<file path="config.mk">
export PLATFORM = sky130hd
export DESIGN_NAME = muldiv_ctrl_flat
export DESIGN_NICKNAME = d
export VERILOG_FILES = /design/src/rtl/muldiv_ctrl_if.sv /design/src/rtl/muldiv_ctrl.sv /design/src/flat_wrapper.sv
export SDC_FILE = /design/constraint.sdc
export NUM_CORES = 1
export LEC_CHECK = 0
export ABC_AREA = 1
export BUFFER_PORTS_ARGS = -buffer_cell sky130_fd_sc_hd__buf_2
export CORE_MARGIN = 2
export CORE_UTILIZATION = 43
export DETAILED_ROUTE_END_ITERATION = 10
export RECOVER_POWER = 25
export SYNTH_ARGS = -nofsm -noshare
export SYNTH_HDL_FRONTEND = slang
export SYNTH_SLANG_ARGS = --single-unit
</file>
<file path="constraint.sdc">
create_clock -name clk -period 4 [get_ports clk]
set_clock_uncertainty 0.15 [all_clocks]
set_input_delay 0.2 -clock clk [delete_from_list [all_inputs] [get_ports clk]]
set_output_delay 0.2 -clock clk [all_outputs]
set_load 0.02 [all_outputs]
</file>
<file path="src/rtl/muldiv_ctrl_if.sv">
// Request/response bundle between the EX stage and the HI/LO multiply/divide sequencer.
interface muldiv_ctrl_if #(
  parameter int WIDTH = 32
);
  logic             start;
  logic [2:0]       op;
  logic [WIDTH-1:0] a;
  logic [WIDTH-1:0] b;
  logic             flush;
  logic [WIDTH-1:0] hi_cur;
  logic [WIDTH-1:0] lo_cur;
  logic             busy;
  logic             hilo_we;
  logic [WIDTH-1:0] hilo_hi;
  logic [WIDTH-1:0] hilo_lo;

  modport master (
    output start, op, a, b, flush, hi_cur, lo_cur,
    input  busy, hilo_we, hilo_hi, hilo_lo
  );

  modport slave (
    input  start, op, a, b, flush, hi_cur, lo_cur,
    output busy, hilo_we, hilo_hi, hilo_lo
  );
endinterface

</file>
<file path="src/rtl/muldiv_ctrl.sv">
// HI/LO sequencer: iterative shift-add multiply / restoring divide on magnitudes,
// sign fix-up, then a single write pulse into the HI/LO register.
module muldiv_ctrl #(
  parameter int WIDTH = 32
) (
  input  logic         clk,
  input  logic         rst,
  muldiv_ctrl_if.slave bus
);

  localparam int CNT_W = $clog2(WIDTH);

  localparam logic [2:0] OP_MULT  = 3'd0;
  localparam logic [2:0] OP_MULTU = 3'd1;
  localparam logic [2:0] OP_DIV   = 3'd2;
  localparam logic [2:0] OP_DIVU  = 3'd3;
  localparam logic [2:0] OP_MTHI  = 3'd4;
  localparam logic [2:0] OP_MTLO  = 3'd5;

  typedef enum logic [1:0] {S_IDLE, S_RUN, S_FIX, S_WB} state_t;

  function automatic logic [WIDTH-1:0] mag(input logic [WIDTH-1:0] x, input logic is_signed);
    return (is_signed && x[WIDTH-1]) ? -x : x;
  endfunction

  function automatic logic [WIDTH-1:0] neg_if(input logic [WIDTH-1:0] x, input logic n);
    return n ? -x : x;
  endfunction

  function automatic logic [2*WIDTH-1:0] neg2_if(input logic [2*WIDTH-1:0] x, input logic n);
    return n ? -x : x;
  endfunction

  state_t             state_q, state_d;
  logic [CNT_W-1:0]   cnt_q, cnt_d;
  logic [2*WIDTH-1:0] acc_q, acc_d;
  logic [WIDTH-1:0]   opnd_q, opnd_d;
  logic [WIDTH-1:0]   a_raw_q, a_raw_d;
  logic [WIDTH-1:0]   hilo_hi_q, hilo_hi_d;
  logic [WIDTH-1:0]   hilo_lo_q, hilo_lo_d;
  logic               is_div_q, is_div_d;
  logic               neg_q, neg_d;
  logic               rem_neg_q, rem_neg_d;
  logic               dz_q, dz_d;

  logic               op_valid, accept, signed_op, div_op, ge;
  logic [WIDTH-1:0]   a_mag, b_mag;
  logic [WIDTH:0]     mul_sum, rem_sh, div_diff;
  logic [2*WIDTH-1:0] prod;

  assign op_valid  = (bus.op <= OP_MTLO);
  assign signed_op = (bus.op == OP_MULT) || (bus.op == OP_DIV);
  assign div_op    = (bus.op == OP_DIV) || (bus.op == OP_DIVU);
  assign accept    = (state_q == S_IDLE) && bus.start && !bus.flush && op_valid;
  assign a_mag     = mag(bus.a, signed_op);
  assign b_mag     = mag(bus.b, signed_op);

  assign bus.busy    = (state_q != S_IDLE) || (bus.start && op_valid && !bus.flush);
  assign bus.hilo_we = (state_q == S_WB) && !bus.flush;
  assign bus.hilo_hi = hilo_hi_q;
  assign bus.hilo_lo = hilo_lo_q;

  // Multiply: acc = {partial product, remaining multiplier}, shifted right each step.
  assign mul_sum  = {1'b0, acc_q[2*WIDTH-1:WIDTH]} + (acc_q[0] ? {1'b0, opnd_q} : '0);
  // Divide: acc = {remainder, dividend/quotient}, shifted left each step.
  assign rem_sh   = acc_q[2*WIDTH-1:WIDTH-1];
  assign div_diff = rem_sh - {1'b0, opnd_q};
  assign ge       = ~div_diff[WIDTH];
  assign prod     = neg2_if(acc_q, neg_q);

  always_comb begin
    state_d   = state_q;
    cnt_d     = cnt_q;
    acc_d     = acc_q;
    opnd_d    = opnd_q;
    a_raw_d   = a_raw_q;
    hilo_hi_d = hilo_hi_q;
    hilo_lo_d = hilo_lo_q;
    is_div_d  = is_div_q;
    neg_d     = neg_q;
    rem_neg_d = rem_neg_q;
    dz_d      = dz_q;
    case (state_q)
      S_IDLE: begin
        if (accept) begin
          neg_d     = signed_op && (bus.a[WIDTH-1] ^ bus.b[WIDTH-1]);
          rem_neg_d = (bus.op == OP_DIV) && bus.a[WIDTH-1];
          is_div_d  = div_op;
          dz_d      = div_op && (bus.b == '0);
          a_raw_d   = bus.a;
          cnt_d     = '0;
          case (bus.op)
            OP_MULT, OP_MULTU: begin
              acc_d   = {{WIDTH{1'b0}}, b_mag};
              opnd_d  = a_mag;
              state_d = S_RUN;
            end
            OP_DIV, OP_DIVU: begin
              acc_d   = {{WIDTH{1'b0}}, a_mag};
              opnd_d  = b_mag;
              state_d = S_RUN;
            end
            OP_MTHI: begin
              hilo_hi_d = bus.a;
              hilo_lo_d = bus.lo_cur;
              state_d   = S_WB;
            end
            default: begin
              hilo_hi_d = bus.hi_cur;
              hilo_lo_d = bus.a;
              state_d   = S_WB;
            end
          endcase
        end
      end
      S_RUN: begin
        if (is_div_q)
          acc_d = {(ge ? div_diff[WIDTH-1:0] : rem_sh[WIDTH-1:0]), acc_q[WIDTH-2:0], ge};
        else
          acc_d = {mul_sum, acc_q[WIDTH-1:1]};
        cnt_d = cnt_q + CNT_W'(1);
        if (cnt_q == CNT_W'(WIDTH-1)) begin
          cnt_d   = '0;
          state_d = S_FIX;
        end
      end
      S_FIX: begin
        if (is_div_q && dz_q) begin
          hilo_hi_d = a_raw_q;
          hilo_lo_d = '1;
        end else if (is_div_q) begin
          hilo_hi_d = neg_if(acc_q[2*WIDTH-1:WIDTH], rem_neg_q);
          hilo_lo_d = neg_if(acc_q[WIDTH-1:0], neg_q);
        end else begin
          hilo_hi_d = prod[2*WIDTH-1:WIDTH];
          hilo_lo_d = prod[WIDTH-1:0];
        end
        state_d = S_WB;
      end
      default: state_d = S_IDLE;
    endcase
    if (bus.flush) state_d = S_IDLE;
  end

  always_ff @(posedge clk) begin
    if (rst) begin
      state_q   <= S_IDLE;
      cnt_q     <= '0;
      acc_q     <= '0;
      opnd_q    <= '0;
      a_raw_q   <= '0;
      hilo_hi_q <= '0;
      hilo_lo_q <= '0;
      is_div_q  <= 1'b0;
      neg_q     <= 1'b0;
      rem_neg_q <= 1'b0;
      dz_q      <= 1'b0;
    end else begin
      state_q   <= state_d;
      cnt_q     <= cnt_d;
      acc_q     <= acc_d;
      opnd_q    <= opnd_d;
      a_raw_q   <= a_raw_d;
      hilo_hi_q <= hilo_hi_d;
      hilo_lo_q <= hilo_lo_d;
      is_div_q  <= is_div_d;
      neg_q     <= neg_d;
      rem_neg_q <= rem_neg_d;
      dz_q      <= dz_d;
    end
  end

endmodule

</file>
<file path="src/flat_wrapper.sv">
// flat-port wrapper written by rule: the top's interface ports become plain ports
module muldiv_ctrl_flat 
#(
  parameter int WIDTH = 32
)
  (clk, rst, bus_start, bus_op, bus_a, bus_b, bus_flush, bus_hi_cur, bus_lo_cur, bus_busy, bus_hilo_we, bus_hilo_hi, bus_hilo_lo);
  muldiv_ctrl_if #(.WIDTH(WIDTH)) bus_i ();
  input  logic clk;
  input  logic rst;
  input wire logic [$bits(bus_i.start)-1:0] bus_start;
  input wire logic [$bits(bus_i.op)-1:0] bus_op;
  input wire logic [$bits(bus_i.a)-1:0] bus_a;
  input wire logic [$bits(bus_i.b)-1:0] bus_b;
  input wire logic [$bits(bus_i.flush)-1:0] bus_flush;
  input wire logic [$bits(bus_i.hi_cur)-1:0] bus_hi_cur;
  input wire logic [$bits(bus_i.lo_cur)-1:0] bus_lo_cur;
  output wire logic [$bits(bus_i.busy)-1:0] bus_busy;
  output wire logic [$bits(bus_i.hilo_we)-1:0] bus_hilo_we;
  output wire logic [$bits(bus_i.hilo_hi)-1:0] bus_hilo_hi;
  output wire logic [$bits(bus_i.hilo_lo)-1:0] bus_hilo_lo;
  assign bus_i.start = bus_start;
  assign bus_i.op = bus_op;
  assign bus_i.a = bus_a;
  assign bus_i.b = bus_b;
  assign bus_i.flush = bus_flush;
  assign bus_i.hi_cur = bus_hi_cur;
  assign bus_i.lo_cur = bus_lo_cur;
  assign bus_busy = bus_i.busy;
  assign bus_hilo_we = bus_i.hilo_we;
  assign bus_hilo_hi = bus_i.hilo_hi;
  assign bus_hilo_lo = bus_i.hilo_lo;
  muldiv_ctrl #(.WIDTH(WIDTH)) u_core (.clk(clk), .rst(rst), .bus(bus_i));
endmodule
</file>
==> results of run 1 <==
final timing paths:
path / depth (start not counted) / slack (ns) / end / from
hold / removal: 5 / 0.01 / u_core.bus.hilo_hi[20]$_SDFFE_PP0P_ / bus_hi_cur[20]
setup / recovery: 16 / 0.61 / u_core.acc_q[63]$_SDFFE_PP0P_ / u_core.acc_q[0]$_SDFFE_PP0P_
hold reg to reg: 2 / 0.33 / u_core.cnt_q[4]$_SDFFE_PP0P_ / u_core.cnt_q[4]$_SDFFE_PP0P_
setup reg to reg: 16 / 0.61 / u_core.acc_q[63]$_SDFFE_PP0P_ / u_core.acc_q[0]$_SDFFE_PP0P_
synthesized netlist by cell type, types with 2 or more instances:
cell        n  area (um^2)
nand3_2     5         50.1
fa_1        2         40.0
o32ai_1     3         26.3
a211oi_1    3         22.5
nand3_1   329         1650
o21bai_1   17          128
nor3b_1     2         15.0
inv_2      10         37.5
xnor2_1    11         96.3
clkbuf_1  113          424
a31oi_1    14         87.6
nor2_2     11         68.8
o211ai_1   42          315
and3_1      2         12.5
and2_1      2         12.5
nand2_2    11         68.8
a32oi_1     2         17.5
o21ai_1    14         70.1
buf_4       8         60.1
o21a_1      3         22.5
buf_6       4         45.0
nor2_1    394         1480
nor2_4      2         22.5
xor2_1     59          517
buf_2      12         60.1
o31ai_1     4         30.0
a21o_1      6         45.0
nand3b_1   17          128
o22ai_1    15         93.8
a21oi_2     2         17.5
inv_1     442         1660
nor3_1     39          195
nand4_1    32          200
ha_1       74          926
nand2_1   840         3150
buf_1      16         60.1
or2_2      10         62.6
o21ai_2     3         26.3
o21ai_0   372         1860
clkinv_1    2         7.51
a21oi_1   332         1660
nor4_1      7         43.8
nand2_4     6         67.6
dfxtp_1   203         4060
kinds of logic (layout without fill, tap and decap cells):
logic type,Yosys count,after routing
AOI/OAI and AO/OA,838,838
xor gates and xnor gates,70,70
buffers and inverters,608,822
and+or+nand+nor,1712,1712
DFF,203,203
other,0,1
adders and majority gates,76,76
cell type report:
class,count,share of cell area
Tap cell,600,0.0329
Antenna cell,1,0.000110
Clock inverter,14,0.00834
Clock buffer,33,0.0315
Sequential cell,203,0.178
Multi-Input combinational cell,2696,0.584
Timing Repair Buffer,321,0.0899
Inverter,454,0.0748
metal layers:
metal | share of wire | track usage | vias up | routed length, um
met3 | 0.10 | 0.0820 | 305 | 10100
met2 | 0.43 | 0.621 | 1459 | 42500
met1 | 0.40 | 0.526 | 11700 | 39900
met5 | 0.00012 | 0 | - | 12
li1 | - | - | 11900 | -
met4 | 0.067 | 0.225 | 2 | 6630
critical path: stages (launching register included):
cell	delay (ns)
dfxtp_1	0.39
buf_4	0.37
nand2_1	0.18
fa_1	0.48
inv_1	0.13
nand3_1	0.08
nand2_1	0.18
inv_1	0.06
o21ai_0	0.50
nand3_1	0.19
nand3_1	0.16
nand2_1	0.06
nand3_1	0.09
nand2_1	0.06
inv_1	0.06
nand2_1	0.05
a21oi_1	0.12
power by group through the flow:
| stage | logic [mW] | registers, mW | clock network (mW) |
|---|---|---|---|
| after CTS | 1.98 | 2.23 | 2.57 |
| final | 2.03 | 2.24 | 2.57 |
| after global placement | 1.91 | 2.27 | 0 |
| after floorplan | 1.20 | 2.27 | 0 |
| after detailed placement | 1.91 | 2.27 | 0 |
| after global routing | 2.19 | 2.24 | 2.64 |
sequential cells by signal (all words and copies together), names as in the netlist:
| register | cells |
|---|---|
| u_core.dz_q | 1 |
| u_core.acc_q | 64 |
| u_core.state_q | 2 |
| u_core.is_div_q | 1 |
| u_core.rem_neg_q | 1 |
| u_core.opnd_q | 32 |
| u_core.bus.hilo_lo | 32 |
| u_core.bus.hilo_hi | 32 |
| u_core.a_raw_q | 32 |
| u_core.cnt_q | 5 |
| u_core.neg_q | 1 |
stage by stage:
stage / setup WS (ns) / instances / cell area, um^2 / hold slack [ns]
final: 0.608 / 4322 / 22800 / 0.0125
after global routing: 0.335 / 4321 / 22800 / 0.0401
after CTS: 0.650 / 4321 / 22900 / 0.00412
after detailed placement: 0.668 / 4195 / 21200 / 0.310
after global placement: 0.792 / 4195 / 21200 / 0.295
after floorplan: 1.14 / 3507 / 19700 / 0.128
==> results.json, run 1 <==
{
  "intPower_mw": 4.25,
  "insertion_delay_ns": 0.57,
  "cts_tree": "done",
  "start_kind": "flip-flop",
  "synthCells": 3507,
  "grt_pass1_vias": 23500,
  "ant_nets": 0,
  "synthMuxAreaShare": 0,
  "drive_gt1_frac": 0.0774,
  "synth_compound_area_frac": 0.227,
  "port_buffers": 200,
  "report.final.setup_viol": 0,
  "max_freq_mhz": 295,
  "fin_crit_ns": 3.39,
  "fin_crit_sh": 0.848,
  "vias": 25400,
  "drc_errors": 0,
  "numCtsBuffers": 26,
  "p_leak_nw": 11.1,
  "die_h_um": 218,
  "layout_commonest_cell": "nand2_1",
  "cts_sinks": 203,
  "synth_top_family_by_area": "simple AND/OR/NAND/NOR gates",
  "holdBufCountCts": 79,
  "worstMarginPinSlew_ns": 0.924,
  "rsz0062_at_grt": "false",
  "synth_area_mm2": 0.0197,
  "avgViaCountPerCell": 5.88,
  "start_util": 0.435,
  "crit_fanout": 31,
  "synth_xor_xnor_area_share": 0.0310,
  "antenna_found_initial": 3,
  "seqPwrFrac": 0.327,
  "swShare": 0.378,
  "cp.arrival_ns": 3.73,
  "yosysUniqueCellTypes": 54,
  "multiInputGateArea_mm2": 0.0133,
  "die-area_mm2": 0.0476,
  "wl_per_cell_um": 23.0,
  "clockBufferDepth": 3,
  "synth-simple-area-share": 0.367,
  "finalSetupTns_ns": 0,
  "status": "complete, no violations",
  "cts_resized": 0,
  "htreeDepth": 1,
  "yosys_warnings": 0,
  "p_sw_mw": 2.58,
  "clockRootBuffer": "clkbuf_16",
  "syn_avg_cell_area_um2": 5.63,
  "synth_adder_area_share": 0.0489,
  "combPwrFrac": 0.297,
  "final_core_utilization": 0.503,
  "pwr-share-clk": 0.375,
  "clk_pin_slew_ns": 0.07,
  "fin_nets": 3913,
  "rows": 78,
  "synthArstFlopShare": 0,
  "synth-seq-cells": 203,
  "synthToLayoutAreaGrowth_pct": 15.5,
  "layout_common_cells": "838 x nand2_1, 440 x inv_1, 394 x nor2_1",
  "dp_hpwl_um": 78400,
  "ios": 201,
  "grt.overflow.total": 0,
  "synthesis.nets": 3718,
  "post-cts-setup-buffer-count": 0,
  "relSlewSlack": 0.384,
  "ys_seq_area_frac": 0.206,
  "synth_edf_count": 0,
  "vdd_drop_max_mv": 0.337,
  "powerDensity_mw_per_mm2": 300,
  "synth_flop_cell": "dfxtp_1",
  "gp_congestion": 1.05,
  "maxSlewViolCount": 0,
  "drv_cap": 0,
  "drt_iter0_markers": 3532,
  "fillers": 4912,
  "firstDrtPassIters": 7,
  "total_power_mw": 6.83,
  "grt_max_degree": 90,
  "min_path_type": "in -> reg",
  "grt_usage": 0.404,
  "wl_um": 99200,
  "fp.dieW_um": 218,
  "fp.coreArea_mm2": 0.0454,
  "criticalPathCategory": "reg -> reg",
  "hold_viol_final": 0,
  "regArea_mm2": 0.00407,
  "critPathRequiredTime_ns": 4.34,
  "grt_pass1_wl_um": 145000,
  "cp-end-kind": "flip-flop"
}
Power figures use the tool's default switching activity.
==> run 2, diff against run 1 <==
- clock period: 4 -> 2.9 ns (I/O delays scaled with it)
==> run 2 against run 1 <==
Effect of this change:
- sequential power is 38% higher
- register-to-register slack got worse by 0.49 ns
- routed wire length rose by 1.8%
- largest cell class unchanged
- die area unchanged
- critical path type unchanged
==> results.json, run 2 (synthesized netlist as in run 1, its figures left out) <==
{
  "crit_fanout": 8,
  "grt_pass1_vias": 24000,
  "ant_nets": 0,
  "status": "complete, no violations",
  "top_register": "u_core.acc_q",
  "fin_crit_ns": 2.78,
  "grt_usage": 0.407,
  "place_area_mm2": 0.0223,
  "maxSlewViolCount": 0,
  "max_freq_mhz": 359,
  "drt_iter0_markers": 3380,
  "synthToLayoutAreaGrowth_pct": 23.8,
  "wl_um": 101000,
  "grt_max_degree": 87,
  "drv_cap": 0,
  "die-area_mm2": 0.0476,
  "rows": 78,
  "grt_pass1_wl_um": 146000,
  "place_ws_ns": -0.0991,
  "wl_per_cell_um": 22.5,
  "fin_nets": 4088,
  "avgViaCountPerCell": 5.83,
  "layout_commonest_cell": "nand2_1",
  "die_h_um": 218,
  "cp-end-kind": "flip-flop",
  "port_buffers": 200,
  "report.final.setup_viol": 0,
  "cp_slowest_cell": "dfxtp_2",
  "largest_reg_flops": 64,
  "relSlewSlack": 0.420,
  "cp.arrival_ns": 3.09,
  "critPathMaxStageDelay_ns": 0.34,
  "vdd_drop_max_mv": 0.473,
  "start_util": 0.435,
  "hold_viol_final": 0,
  "r2r_cells": 13,
  "crit_path_cell_trace": "buf_4 -> inv_2 -> ha_1 -> nand3_2 -> nor2_1 -> nand2_1 -> o21ai_0 -> buf_4 -> o211ai_1 -> nand3b_1 -> nand3_1 -> a21oi_1 -> nor2_1",
  "gp_congestion": 1.04,
  "antenna_found_initial": 2,
  "min_path_type": "in -> reg",
  "drive_gt1_frac": 0.120,
  "grt.overflow.total": 0,
  "multiInputGateArea_mm2": 0.0135,
  "cts_sinks": 203,
  "fin_crit_sh": 0.959,
  "p_leak_nw": 12.0,
  "critPathRequiredTime_ns": 3.21,
  "criticalPathCategory": "reg -> reg",
  "fp.dieW_um": 218,
  "vias": 26200,
  "fp.coreArea_mm2": 0.0454,
  "htreeDepth": 1,
  "dp_hpwl_um": 79600,
  "fin_ws_ns": 0.118,
  "insertion_delay_ns": 0.58,
  "clockBufferDepth": 3,
  "powerDensity_mw_per_mm2": 395,
  "rsz0062_at_grt": "true",
  "firstDrtPassIters": 9,
  "numCtsBuffers": 26,
  "regArea_mm2": 0.00408,
  "finalSetupTns_ns": 0,
  "design_area_mm2": 0.0244,
  "ios": 201,
  "clockRootBuffer": "clkbuf_16",
  "clk_pin_slew_ns": 0.07,
  "worstMarginPinSlew_ns": 0.870,
  "layout_common_cells": "835 x nand2_1, 438 x inv_1, 386 x nor2_1",
  "start_kind": "flip-flop",
  "hold_depth": 6,
  "drc_errors": 0,
  "cts_tree": "done",
  "fillers": 4806
}
-- run 2: routing by layer --
metal	global-route usage	up-vias	share of wire
met4	0.207	0	0.060
li1	-	12300	-
met3	0.0770	317	0.11
met1	0.547	12100	0.41
met5	0	-	0
met2	0.619	1580	0.42
-- run 2: repair_timing --
action,CTS,global route
pin swaps,0,10
resized for setup,2,58
endpoints found under the hold margin,113,0
setup buffers,0,7
hold buffers,109,0
endpoints found under the setup margin,5,42
cloned,0,2
-- run 2: worst max-delay path, delay by kind of cell, from the launching register on --
family	cells	cell delay, ns
buffers and inverters	3	0.50
adder cells (fa/ha/maj)	1	0.22
AND/OR/NAND/NOR	6	0.83
AO/OA/AOI/OAI	3	0.61
flip-flops	1	0.34
-- run 2: area by class of cell --
class / instances / share of cell area
multi-input cells: 2698 / 0.553
well taps: 600 / 0.0307
inverters: 454 / 0.0698
clock buffers: 33 / 0.0294
repair buffers: 494 / 0.143
clock inverters: 12 / 0.00716
flip-flops and latches: 203 / 0.167
diodes: 2 / 0.000205
-- run 2: final timing paths --
path / slack, ns / start / to
setup reg to reg: 0.12 / u_core.acc_q[0]$_SDFFE_PP0P_ / u_core.bus.hilo_hi[20]$_SDFFE_PP0P_
hold reg to reg: 0.32 / u_core.cnt_q[4]$_SDFFE_PP0P_ / u_core.cnt_q[4]$_SDFFE_PP0P_
hold / removal: 0.02 / bus_start / u_core.is_div_q$_SDFFE_PP0P_
setup / recovery: 0.12 / u_core.acc_q[0]$_SDFFE_PP0P_ / u_core.bus.hilo_hi[20]$_SDFFE_PP0P_
-- run 2: report_power, final --
| group | total [mW] | internal, mW | switching [mW] |
|---|---|---|---|
| Clock | 3.56 | 2.10 | 1.45 |
| Combinational | 3.02 | 0.952 | 2.07 |
| Sequential | 3.08 | 2.93 | 0.143 |
| Total | 9.66 | 5.99 | 3.67 |
-- run 2: per-stage QoR --
step	hold slack (ns)	power, mW	utilization	cells
6_report	0.0151	9.66	0.539	4496
5_1_grt	0.0298	9.95	0.539	4494
4_1_cts	0.00223	9.49	0.535	4485
3_5_place_dp	0.220	5.87	0.491	4331
3_3_place_gp	0.207	5.86	0.491	4331
2_1_floorplan	0.0735	4.80	-	3507
